## config.mk

```make
export PLATFORM = sky130hd
export DESIGN_NAME = bus_arb2
export DESIGN_NICKNAME = d
export VERILOG_FILES = /design/src/rtl/bus_arb_pkg.sv /design/src/rtl/bus_arb_tmo.sv /design/src/rtl/bus_arb2.sv
export SDC_FILE = /design/constraint.sdc
export NUM_CORES = 1
export LEC_CHECK = 0
export BUFFER_PORTS_ARGS = -buffer_cell sky130_fd_sc_hd__buf_2
export CAP_MARGIN = 20
export CELL_PAD_IN_SITES_DETAIL_PLACEMENT = 1
export CELL_PAD_IN_SITES_GLOBAL_PLACEMENT = 1
export CORE_ASPECT_RATIO = 0.5
export CORE_MARGIN = 3
export CORE_UTILIZATION = 16
export CTS_BUF_LIST = sky130_fd_sc_hd__clkbuf_16
export DETAILED_ROUTE_END_ITERATION = 8
export PLACE_DENSITY_LB_ADDON = 0.08
export SYNTH_ARGS = -nofsm -noshare
export SYNTH_HDL_FRONTEND = slang
export SYNTH_SLANG_ARGS = --single-unit
```

## constraint.sdc

```tcl
create_clock -name clk -period 1.8 [get_ports clk]
set_input_delay 0.27 -clock clk [delete_from_list [all_inputs] [get_ports clk]]
set_output_delay 0.27 -clock clk [all_outputs]
set_load 0.005 [all_outputs]
```

## src/rtl/bus_arb_pkg.sv

```systemverilog
// Shared definitions for the two-master bus arbiter: FSM encoding, widths
// and the owner-selection rule used when leaving IDLE.
package bus_arb_pkg;

    // Owner states are one-hot so the state register doubles as the grant vector.
    typedef enum logic [1:0] {
        ST_IDLE = 2'b00,
        ST_OWN0 = 2'b01,
        ST_OWN1 = 2'b10
    } arb_state_e;

    localparam int TMO_W  = 10;
    localparam int ADDR_W = 22;
    localparam int DATA_W = 32;

    function automatic arb_state_e pick_owner(
        input logic stb0,
        input logic stb1,
        input logic last_m1,
        input logic fix_prio
    );
        arb_state_e nxt;
        nxt = ST_IDLE;
        if (stb0 && stb1) begin
            nxt = (fix_prio || last_m1) ? ST_OWN0 : ST_OWN1;
        end else if (stb0) begin
            nxt = ST_OWN0;
        end else if (stb1) begin
            nxt = ST_OWN1;
        end
        return nxt;
    endfunction

endpackage

```

## src/rtl/bus_arb_tmo.sv

```systemverilog
// Slave-ack watchdog: counts cycles of an ownership and flags when the
// count reaches the programmed limit.
module bus_arb_tmo
    import bus_arb_pkg::*;
(
    input  logic             clk,
    input  logic             rst,
    input  logic             clear,
    input  logic             enable,
    input  logic [TMO_W-1:0] limit,
    output logic             expired
);

    logic [TMO_W-1:0] count;

    always_ff @(posedge clk or negedge rst) begin
        if (!rst) begin
            count <= '0;
        end else if (clear) begin
            count <= '0;
        end else if (enable) begin
            count <= count + 1'b1;
        end
    end

    assign expired = (count == limit);

endmodule

```

## src/rtl/bus_arb2.sv

```systemverilog
// Two-master to one-slave bus arbiter with round-robin or fixed priority,
// combinational request/response muxing and a slave-ack timeout.
module bus_arb2
    import bus_arb_pkg::*;
#(
    parameter int TMO_CYCLES = 255,
    parameter bit FIX_PRIO   = 1'b0
) (
    input  logic              clk,
    input  logic              rst,
    input  logic              m0_stb,
    input  logic              m0_we,
    input  logic [ADDR_W-1:0] m0_addr,
    input  logic [DATA_W-1:0] m0_dout,
    output logic [DATA_W-1:0] m0_din,
    output logic              m0_ack,
    output logic              m0_err,
    input  logic              m1_stb,
    input  logic              m1_we,
    input  logic [ADDR_W-1:0] m1_addr,
    input  logic [DATA_W-1:0] m1_dout,
    output logic [DATA_W-1:0] m1_din,
    output logic              m1_ack,
    output logic              m1_err,
    output logic              s_stb,
    output logic              s_we,
    output logic [ADDR_W-1:0] s_addr,
    output logic [DATA_W-1:0] s_dout,
    input  logic [DATA_W-1:0] s_din,
    input  logic              s_ack,
    output logic [1:0]        grant
);

    localparam logic [TMO_W-1:0] TMO_LIMIT = TMO_W'(TMO_CYCLES - 1);

    arb_state_e state;
    logic       last_m1;
    logic       armed;
    logic       own0;
    logic       own1;
    logic       own_stb;
    logic       expired;
    logic       tmo_hit;
    logic       done_ok;

    assign own0    = (state == ST_OWN0);
    assign own1    = (state == ST_OWN1);
    assign own_stb = (own0 & m0_stb) | (own1 & m1_stb);

    // s_ack beats a same-cycle timeout; a dropped strobe ends the grant silently.
    assign done_ok = own_stb & s_ack;
    assign tmo_hit = own_stb & ~s_ack & expired;

    bus_arb_tmo u_tmo (
        .clk     (clk),
        .rst     (rst),
        .clear   (state == ST_IDLE),
        .enable  (own_stb & ~s_ack),
        .limit   (TMO_LIMIT),
        .expired (expired)
    );

    // armed holds off the first grant until the second edge after reset release.
    always_ff @(posedge clk or negedge rst) begin
        if (!rst) begin
            state   <= ST_IDLE;
            last_m1 <= 1'b1;
            armed   <= 1'b0;
        end else begin
            armed <= 1'b1;
            case (state)
                ST_IDLE: begin
                    if (armed) begin
                        state <= pick_owner(m0_stb, m1_stb, last_m1, FIX_PRIO);
                    end
                end
                ST_OWN0, ST_OWN1: begin
                    if (!own_stb) begin
                        state <= ST_IDLE;
                    end else if (s_ack || expired) begin
                        state   <= ST_IDLE;
                        last_m1 <= own1;
                    end
                end
                default: state <= ST_IDLE;
            endcase
        end
    end

    assign grant = state;

    always_comb begin
        s_stb  = 1'b0;
        s_we   = 1'b0;
        s_addr = '0;
        s_dout = '0;
        m0_din = '0;
        m0_ack = 1'b0;
        m0_err = 1'b0;
        m1_din = '0;
        m1_ack = 1'b0;
        m1_err = 1'b0;
        if (own0) begin
            s_stb  = m0_stb & ~tmo_hit;
            s_we   = m0_we;
            s_addr = m0_addr;
            s_dout = m0_dout;
            m0_din = s_din;
            m0_ack = done_ok | tmo_hit;
            m0_err = tmo_hit;
        end else if (own1) begin
            s_stb  = m1_stb & ~tmo_hit;
            s_we   = m1_we;
            s_addr = m1_addr;
            s_dout = m1_dout;
            m1_din = s_din;
            m1_ack = done_ok | tmo_hit;
            m1_err = tmo_hit;
        end
    end

endmodule

```

==> results of run 1 <==
==> what timing repair did <==
action                     4_1_cts  5_1_grt
setup endpoints to repair      105      135
pin swaps                       12       36
gates resized for setup         32      134
gates cloned                     6        9
hold endpoints to repair        13        0
hold buffers                     1        0
buffers inserted                17        3
==> flip-flops by register name (all words and copies together) (netlist names) <==
| name | count |
|---|---|
| u_tmo.count | 10 |
| grant | 2 |
| armed | 1 |
| last_m1 | 1 |
==> worst max-delay path, stage by stage, from the launching register on <==
cell and delay [ns]:
sky130_fd_sc_hd__dfrtp_1 0.39, sky130_fd_sc_hd__buf_6 0.13, sky130_fd_sc_hd__ha_4 0.16, sky130_fd_sc_hd__nor2b_4 0.14
sky130_fd_sc_hd__buf_12 0.12, sky130_fd_sc_hd__buf_12 0.13, sky130_fd_sc_hd__clkbuf_16 0.15, sky130_fd_sc_hd__a22o_1 0.17
sky130_fd_sc_hd__buf_2 0.13
==> synth_stat cells <==
library cell | n | area, sq um
sky130_fd_sc_hd__a21oi_1 | 4 | 20.0
sky130_fd_sc_hd__a22o_1 | 55 | 482
sky130_fd_sc_hd__a22oi_2 | 1 | 12.5
sky130_fd_sc_hd__a32oi_1 | 1 | 8.76
sky130_fd_sc_hd__a41oi_1 | 1 | 8.76
sky130_fd_sc_hd__and2_1 | 64 | 400
sky130_fd_sc_hd__and3_1 | 2 | 12.5
sky130_fd_sc_hd__and4_1 | 1 | 8.76
sky130_fd_sc_hd__buf_1 | 3 | 11.3
sky130_fd_sc_hd__buf_2 | 2 | 10.0
sky130_fd_sc_hd__clkbuf_1 | 18 | 67.6
sky130_fd_sc_hd__conb_1 | 1 | 3.75
sky130_fd_sc_hd__dfrtp_1 | 13 | 325
sky130_fd_sc_hd__dfstp_2 | 1 | 26.3
sky130_fd_sc_hd__ha_1 | 5 | 62.6
sky130_fd_sc_hd__inv_1 | 5 | 18.8
sky130_fd_sc_hd__mux2_2 | 1 | 11.3
sky130_fd_sc_hd__mux2i_1 | 2 | 20.0
sky130_fd_sc_hd__nand2_1 | 4 | 15.0
sky130_fd_sc_hd__nand3_1 | 3 | 15.0
sky130_fd_sc_hd__nand4_1 | 3 | 18.8
sky130_fd_sc_hd__nand4b_1 | 1 | 8.76
sky130_fd_sc_hd__nor2_1 | 9 | 33.8
sky130_fd_sc_hd__nor2b_1 | 2 | 12.5
sky130_fd_sc_hd__nor3_1 | 3 | 15.0
sky130_fd_sc_hd__nor3b_1 | 5 | 37.5
sky130_fd_sc_hd__nor4b_1 | 1 | 8.76
sky130_fd_sc_hd__o211ai_1 | 1 | 7.51
sky130_fd_sc_hd__o21ai_0 | 4 | 20.0
sky130_fd_sc_hd__or3_1 | 4 | 25.0
sky130_fd_sc_hd__or4_4 | 1 | 11.3
sky130_fd_sc_hd__xnor2_1 | 5 | 43.8
sky130_fd_sc_hd__xor2_1 | 1 | 8.76
==> metrics by stage <==
stage	std cells	utilization	setup WS, ns
after floorplan	227	-	0.00972
after global placement	636	0.328	-0.0304
after detailed placement	636	0.328	-0.0714
after CTS	664	0.380	-0.229
after global routing	675	0.457	-0.308
final	676	0.457	-0.244
==> area by class of cell <==
class	instances	area, sq um	area share
clock buffer	3	75.1	0.0156
inverter	5	18.8	0.00390
multi-input combinational	185	1650	0.342
clock inverter	1	3.75	0.000779
antenna	1	2.50	0.000519
tap	140	175	0.0364
timing repair buffer	327	2540	0.527
sequential	14	353	0.0732
==> power by group through the flow <==
stage	combinational, mW	clock, mW	sequential (mW)
final	5.71	0.423	0.406
after global routing	6.08	0.455	0.414
after CTS	4.34	0.437	0.400
after detailed placement	3.31	0	0.402
after global placement	3.35	0	0.398
after floorplan	1.61	0	0.402
==> how the worst min path moves through the flow <==
| stage | slack, ns | depth (start not counted) | end | from |
|---|---|---|---|---|
| 4_1_cts | 0.36 | 3 | grant[1] | m1_stb |
| 3_3_place_gp | 0.19 | 1 | u_tmo.count[0] | rst |
| 5_1_grt | 0.37 | 3 | grant[1] | m1_stb |
| 2_1_floorplan | -0.03 | 0 | armed | rst |
| 3_5_place_dp | 0.19 | 1 | u_tmo.count[1] | rst |
| 6_report | 0.36 | 3 | grant[1] | m1_stb |
==> cells in the final DEF (no fill, tap or decap), drive strengths merged, types with 4 or more instances in the layout <==
cell	n
dfrtp	13
or3	4
and2	64
nor2	9
inv	5
a21oi	4
nand2	4
o21ai	4
clkbuf	10
nor3b	5
ha	5
xnor2	5
buf	319
a22o	55
==> cells by family after synthesis <==
family          Yosys count  synth area share
xor+xnor                  6            0.0293
compound gates           67             0.312
simple gates            103             0.348
other cells               1           0.00209
mux                       3            0.0175
flops                    14             0.196
buf+inv                  28            0.0601
fa+ha+maj                 5            0.0349
==> metal layers <==
metal,vias to the layer above,share of wire
met5,-,0
met4,0,0.0049
met3,7,0.030
met2,69,0.54
met1,1440,0.42
li1,1448,-
==> flow_metrics.tcl, run 1 <==
set metrics [dict create \
    cp-endpoint "s_addr[8]" \
    crit_type "flip-flop to primary output" \
    sw_frac_of_total 0.372 \
    cts_made_buffers 3 \
    power_report.internal_total_mw 4.10 \
    synth-seq-cells 14 \
    detailed_place_hpwl_microns 9770 \
    grt_pass1_wl_microns 17500 \
    total_switching_power_mw 2.43 \
    required_ns 1.53 \
    totalPowerFinal_mw 6.54 \
    clock_latency_ns 0.24 \
    nNetsFinal 688 \
    clk_pin_slew_worst_paths_ns 0.05 \
    rr_startpoint "grant[1]" \
    violations "negative setup slack" \
    clock-skew-final_ns 0.00155 \
    routed_wirelength_microns 13900 \
    achievable-frequency_mhz 489 \
    period_needed_ns 2.04 \
    timing.final.ws_setup_ns -0.244 \
    post_route_cells_drive_above_1_share 0.774 \
    post_dp_cell_area_sq_um 3450 \
    clock_sinks 14 \
    finalCritPeriodShare 1.14 \
    cell_chosen_for_the_clock_root "sky130_fd_sc_hd__clkbuf_16" \
    detailroute.via_count 2964 \
    port_buffers 272 \
    r2r-end "u_tmo.count[7]" \
    syn-mean-instance-area_sq_um 7.89 \
    end_kind "primary output" \
    fillers 1250 \
    post_drt_wl_per_cell_microns 20.6 \
    pwr-share-seq 0.062 \
    pwr-share-clk 0.065 \
    setup-tns-final_ns -17.63 \
    syn_to_final_growth_pct 169 \
    core-area_sq_um 10500 \
    count_of_distinct_cell_types_in_the_synthesized_netlist 33 \
    groute.layer.met3.usage 0.0170 \
    maxSlewViolCount 0 \
    synth_seq_area_share 0.196 \
    die_span_in_y_microns 80.8 \
    cellPowerDensity_nw_per_um2 1360 \
    critical_path.startpoint_type "flip-flop" \
    total_grt_usage 0.177 \
    initial_utilization 0.170 \
    global_route.overflow_total 0 \
    crit_path_start "grant[1]" \
    post_drt_via_cell_ratio 4.38 \
    worst_r2r_path_depth 8 \
    postRouteAntennaNets 0 \
    setup_viol_count_final 110 \
    max-clock-path-buffers 2 \
    yosysWarningCount 0 \
    tritoncts_clock_tree "built" \
    drt-pass1-iter-count 4 \
    vdd.ir_drop.worst_mv 0.636 \
    gp_routability_congestion 0.822 \
    post_synth_design_cell_area_sq_um 1790 \
    run_status "finished with violations" \
    grt_antenna_before_repair 0 \
    power_frac_comb 0.873 \
    r2r_slack_ns -0.11 \
    cap_viol_max_count 0 \
    holdCritPathClass "input port to flip-flop" \
    design.portCount 273 \
    rsz_0062_raised_after_global_routing "true" \
    global_route.peak_usage_layer "met2" \
    first_global_vias 2869 \
    global_route.usage.met1 0.234 \
    htreeDepth 1 \
    mappedNetlistNets 379 \
    grt_max_degree 32 \
    hold_slack_ns 0.358 \
    final_standard_cell_area_without_fillers_sq_um 4820 \
    design.die.area_sq_um 12600 \
    rows 26 \
    number_of_instances_in_the_synthesized_netlist 227 \
    crit_fanout 5 \
    die-width_microns 156 \
    grt_use_met2 0.322 \
    count_of_routing_violations_after_the_opening_detailed_route_iteration 121 \
    final-hold-violation-count 0 \
    critPathArrivalTime_ns 1.77 \
    detail_route.drc_violations 0 \
    power.static_leakage_nw 2.55 \
]
Note: power is estimated with default switching activity, not from simulation.
==> inputs of run 2 (changes only) <==
--- a/config.mk
+++ b/config.mk
@@ -5,8 +5,9 @@
 export SDC_FILE = /design/constraint.sdc
 export NUM_CORES = 1
 export LEC_CHECK = 0
+export ABC_AREA = 1
 export BUFFER_PORTS_ARGS = -buffer_cell sky130_fd_sc_hd__buf_2
-export CAP_MARGIN = 20
+export CAP_MARGIN = 25
 export CELL_PAD_IN_SITES_DETAIL_PLACEMENT = 1
 export CELL_PAD_IN_SITES_GLOBAL_PLACEMENT = 1
 export CORE_ASPECT_RATIO = 0.5
@@ -14,7 +15,7 @@
 export CORE_UTILIZATION = 16
 export CTS_BUF_LIST = sky130_fd_sc_hd__clkbuf_16
 export DETAILED_ROUTE_END_ITERATION = 8
-export PLACE_DENSITY_LB_ADDON = 0.08
+export PLACE_DENSITY = 0.85
 export SYNTH_ARGS = -nofsm -noshare
 export SYNTH_HDL_FRONTEND = slang
 export SYNTH_SLANG_ARGS = --single-unit
==> run 2 against run 1 <==
The flow still finishes with violations (negative setup slack). Clock power about the same. Largest cell class unchanged. Combinational power shrank 6.8%. Worst hold slack gained 0.080 ns. Cell count rose by 36%. Sequential share of layout area decreased by 0.13 points. Synthesized cell count grew 97%. Die area is 22% higher.
==> flow_metrics.tcl, run 2 <==
set metrics [dict create \
    syn_to_final_growth_pct 123 \
    postRouteAntennaNets 0 \
    mappedNetlistNets 599 \
    synth-seq-cells 14 \
    die-width_microns 172 \
    post_drt_via_cell_ratio 4.37 \
    netlist.area_leader.share 0.348 \
    synth_flop_cell "sky130_fd_sc_hd__dfrtp_1" \
    synth-edff-count 0 \
    number_of_instances_in_the_synthesized_netlist 447 \
    fillers 1759 \
    largest_register_ff_count 10 \
    design.portCount 273 \
    rsz_0062_raised_after_global_routing "true" \
    setup_viol_count_final 122 \
    timing.final.ws_setup_ns -0.109 \
    synth_top_cell_by_area "sky130_fd_sc_hd__nand2_1" \
    detail_route.drc_violations 0 \
    gp_routability_congestion 0.814 \
    cap_viol_max_count 0 \
    synth_seq_area_share 0.160 \
    crit_type "flip-flop to primary output" \
    htreeDepth 1 \
    die_span_in_y_microns 89.0 \
    cellPowerDensity_nw_per_um2 1250 \
    core-area_sq_um 13100 \
    layoutNonFillerInstCount 917 \
    route.met2.wl_microns 8690 \
    routed-wl-met3_microns 693 \
    design.die.area_sq_um 15300 \
    violations "negative setup slack" \
    first_global_vias 3737 \
    post_route_cells_drive_above_1_share 0.566 \
    post_synth_design_cell_area_sq_um 2200 \
    clock_sinks 14 \
    diodes 0 \
    pwr-share-clk 0.069 \
    sw_frac_of_total 0.474 \
    detailroute.via_count 4010 \
    crit_fanout 6 \
    period_needed_ns 1.91 \
    most_frequent_cells_after_synthesis "204 x sky130_fd_sc_hd__nand2_1, 66 x sky130_fd_sc_hd__nand3_1, 51 x sky130_fd_sc_hd__inv_1, 47 x sky130_fd_sc_hd__nor2_1, 16 x sky130_fd_sc_hd__buf_2" \
    port_buffers 272 \
    cts_made_buffers 3 \
    tritoncts_clock_tree "built" \
    routed_wirelength_microns 16200 \
    count_of_routing_violations_after_the_opening_detailed_route_iteration 152 \
    nNetsFinal 900 \
    synth.most_common_cell "sky130_fd_sc_hd__nand2_1" \
    final-hold-violation-count 0 \
    total_grt_usage 0.164 \
    total_switching_power_mw 2.91 \
    clk_pin_slew_worst_paths_ns 0.04 \
    power_report.internal_total_mw 3.22 \
    count_of_distinct_cell_types_in_the_synthesized_netlist 26 \
    max-clock-path-buffers 2 \
    pwr-share-seq 0.064 \
    clock_latency_ns 0.25 \
    power.static_leakage_nw 3.15 \
    cell_chosen_for_the_clock_root "sky130_fd_sc_hd__clkbuf_16" \
    syn-mean-instance-area_sq_um 4.93 \
    rows 29 \
    clock-skew-final_ns 0.00276 \
    postSynth.asyncResetShare 1.00 \
    end_kind "primary output" \
    maxSlewViolCount 0 \
    run_status "finished with violations" \
    grt_pass1_wl_microns 19800 \
    post_synth_main_area_contributors "sky130_fd_sc_hd__nand2_1 35%, sky130_fd_sc_hd__nand3_1 15%, sky130_fd_sc_hd__dfrtp_1 15%, sky130_fd_sc_hd__inv_1 8.7%, sky130_fd_sc_hd__nor2_1 8.0%" \
    initial_utilization 0.169 \
    required_ns 1.53 \
    grt_max_degree 40 \
    critPathArrivalTime_ns 1.64 \
    grt_antenna_before_repair 0 \
    holdCritPathClass "input port to flip-flop" \
    global_route.overflow_total 0 \
    critical_path.startpoint_type "flip-flop" \
    routed.top_layer "met4" \
    top_register "u_tmo.count" \
    preCtsSetupSlack_ns -0.0259 \
    met1Wirelength_microns 6510 \
    detailed_place_hpwl_microns 11600 \
    yosysWarningCount 0 \
    drt-pass1-iter-count 4 \
    layout_common_cells "263 x sky130_fd_sc_hd__buf_2, 155 x sky130_fd_sc_hd__nand2_1, 64 x sky130_fd_sc_hd__nand3_1, 45 x sky130_fd_sc_hd__inv_1, 45 x sky130_fd_sc_hd__nand2_2" \
    power_frac_comb 0.867 \
    finalCritPeriodShare 1.06 \
    totalPowerFinal_mw 6.13 \
    achievable-frequency_mhz 524 \
    most_common_cell_after_layout_fill_and_taps_aside "sky130_fd_sc_hd__buf_2" \
    post_drt_wl_per_cell_microns 17.6 \
    placed_cell_count 879 \
    vdd.ir_drop.worst_mv 0.425 \
]
==> run 2: power by group through the flow <==
stage | Sequential, mW | Combinational [mW] | Clock (mW)
after floorplan | 0.385 | 1.75 | 0
after global placement | 0.384 | 3.47 | 0
after detailed placement | 0.388 | 3.56 | 0
after CTS | 0.382 | 4.35 | 0.436
after global routing | 0.396 | 5.74 | 0.453
final | 0.390 | 5.32 | 0.423
==> run 2: path summary, 6_finish.rpt <==
check                            endpoint  cells past startpoint  slack (ns)  startpoint
min                              grant[1]                      4        0.44      m0_stb
max in group asynchronous         last_m1                      2        1.05         rst
min in group asynchronous  u_tmo.count[5]                      2        0.46         rst
max reg2reg                u_tmo.count[6]                     11        0.07    grant[1]
max                                  s_we                      7       -0.11    grant[1]
min reg2reg                       last_m1                      2        0.49     last_m1
==> run 2: metal layers <==
metal  global-route usage  up-vias
met4               0.0377        0
li1                     -     1969
met1                0.207     1922
met3              0.00839       20
met5                    0        -
met2                0.313       99
==> run 2: layout make-up <==
type / count / area (sq um) / area share
clock buffers: 3 / 75.1 / 0.0153
clock inverters: 1 / 3.75 / 0.000766
inverters: 51 / 199 / 0.0406
multi-input cells: 351 / 1820 / 0.372
flip-flops and latches: 14 / 353 / 0.0720
well taps: 170 / 213 / 0.0434
repair buffers: 327 / 2230 / 0.456
==> run 2: kinds of logic after synthesis <==
group / share of synthesized area
and+or+nand+nor: 0.621
other: 0.00170
AOI/OAI and AO/OA: 0.0352
buffers and inverters: 0.154
DFF: 0.160
adders and majority gates: 0.0284
==> run 2: through the flow <==
| step | setup TNS (ns) | hold slack [ns] | area, sq um | utilization |
|---|---|---|---|---|
| 6_report | -6.59 | 0.439 | 4900 | 0.375 |
| 5_1_grt | -15.82 | 0.452 | 4900 | 0.375 |
| 4_1_cts | -4.46 | 0.417 | 4380 | 0.335 |
| 3_5_place_dp | -0.0259 | 0.185 | 3860 | 0.296 |
| 3_3_place_gp | 0 | 0.184 | 3860 | 0.296 |
| 2_1_floorplan | 0 | -0.0256 | 2200 | - |
==> run 2: repair_timing <==
item / 4_1_cts / 5_1_grt
hold endpoints to repair: 13 / 0
gates resized for setup: 51 / 88
buffers inserted: 15 / 3
pin swaps: 10 / 18
hold buffers: 1 / 0
cloned: 5 / 10
endpoints found under the setup margin: 116 / 128
==> run 2: critical path, cell delays in order (launching register included) <==
cell and delay [ns]:
sky130_fd_sc_hd__dfrtp_2 0.44, sky130_fd_sc_hd__inv_2 0.10, sky130_fd_sc_hd__ha_4 0.24, sky130_fd_sc_hd__clkbuf_16 0.22, sky130_fd_sc_hd__buf_8 0.13, sky130_fd_sc_hd__nand2_1 0.05
sky130_fd_sc_hd__nand2_1 0.08, sky130_fd_sc_hd__buf_2 0.14
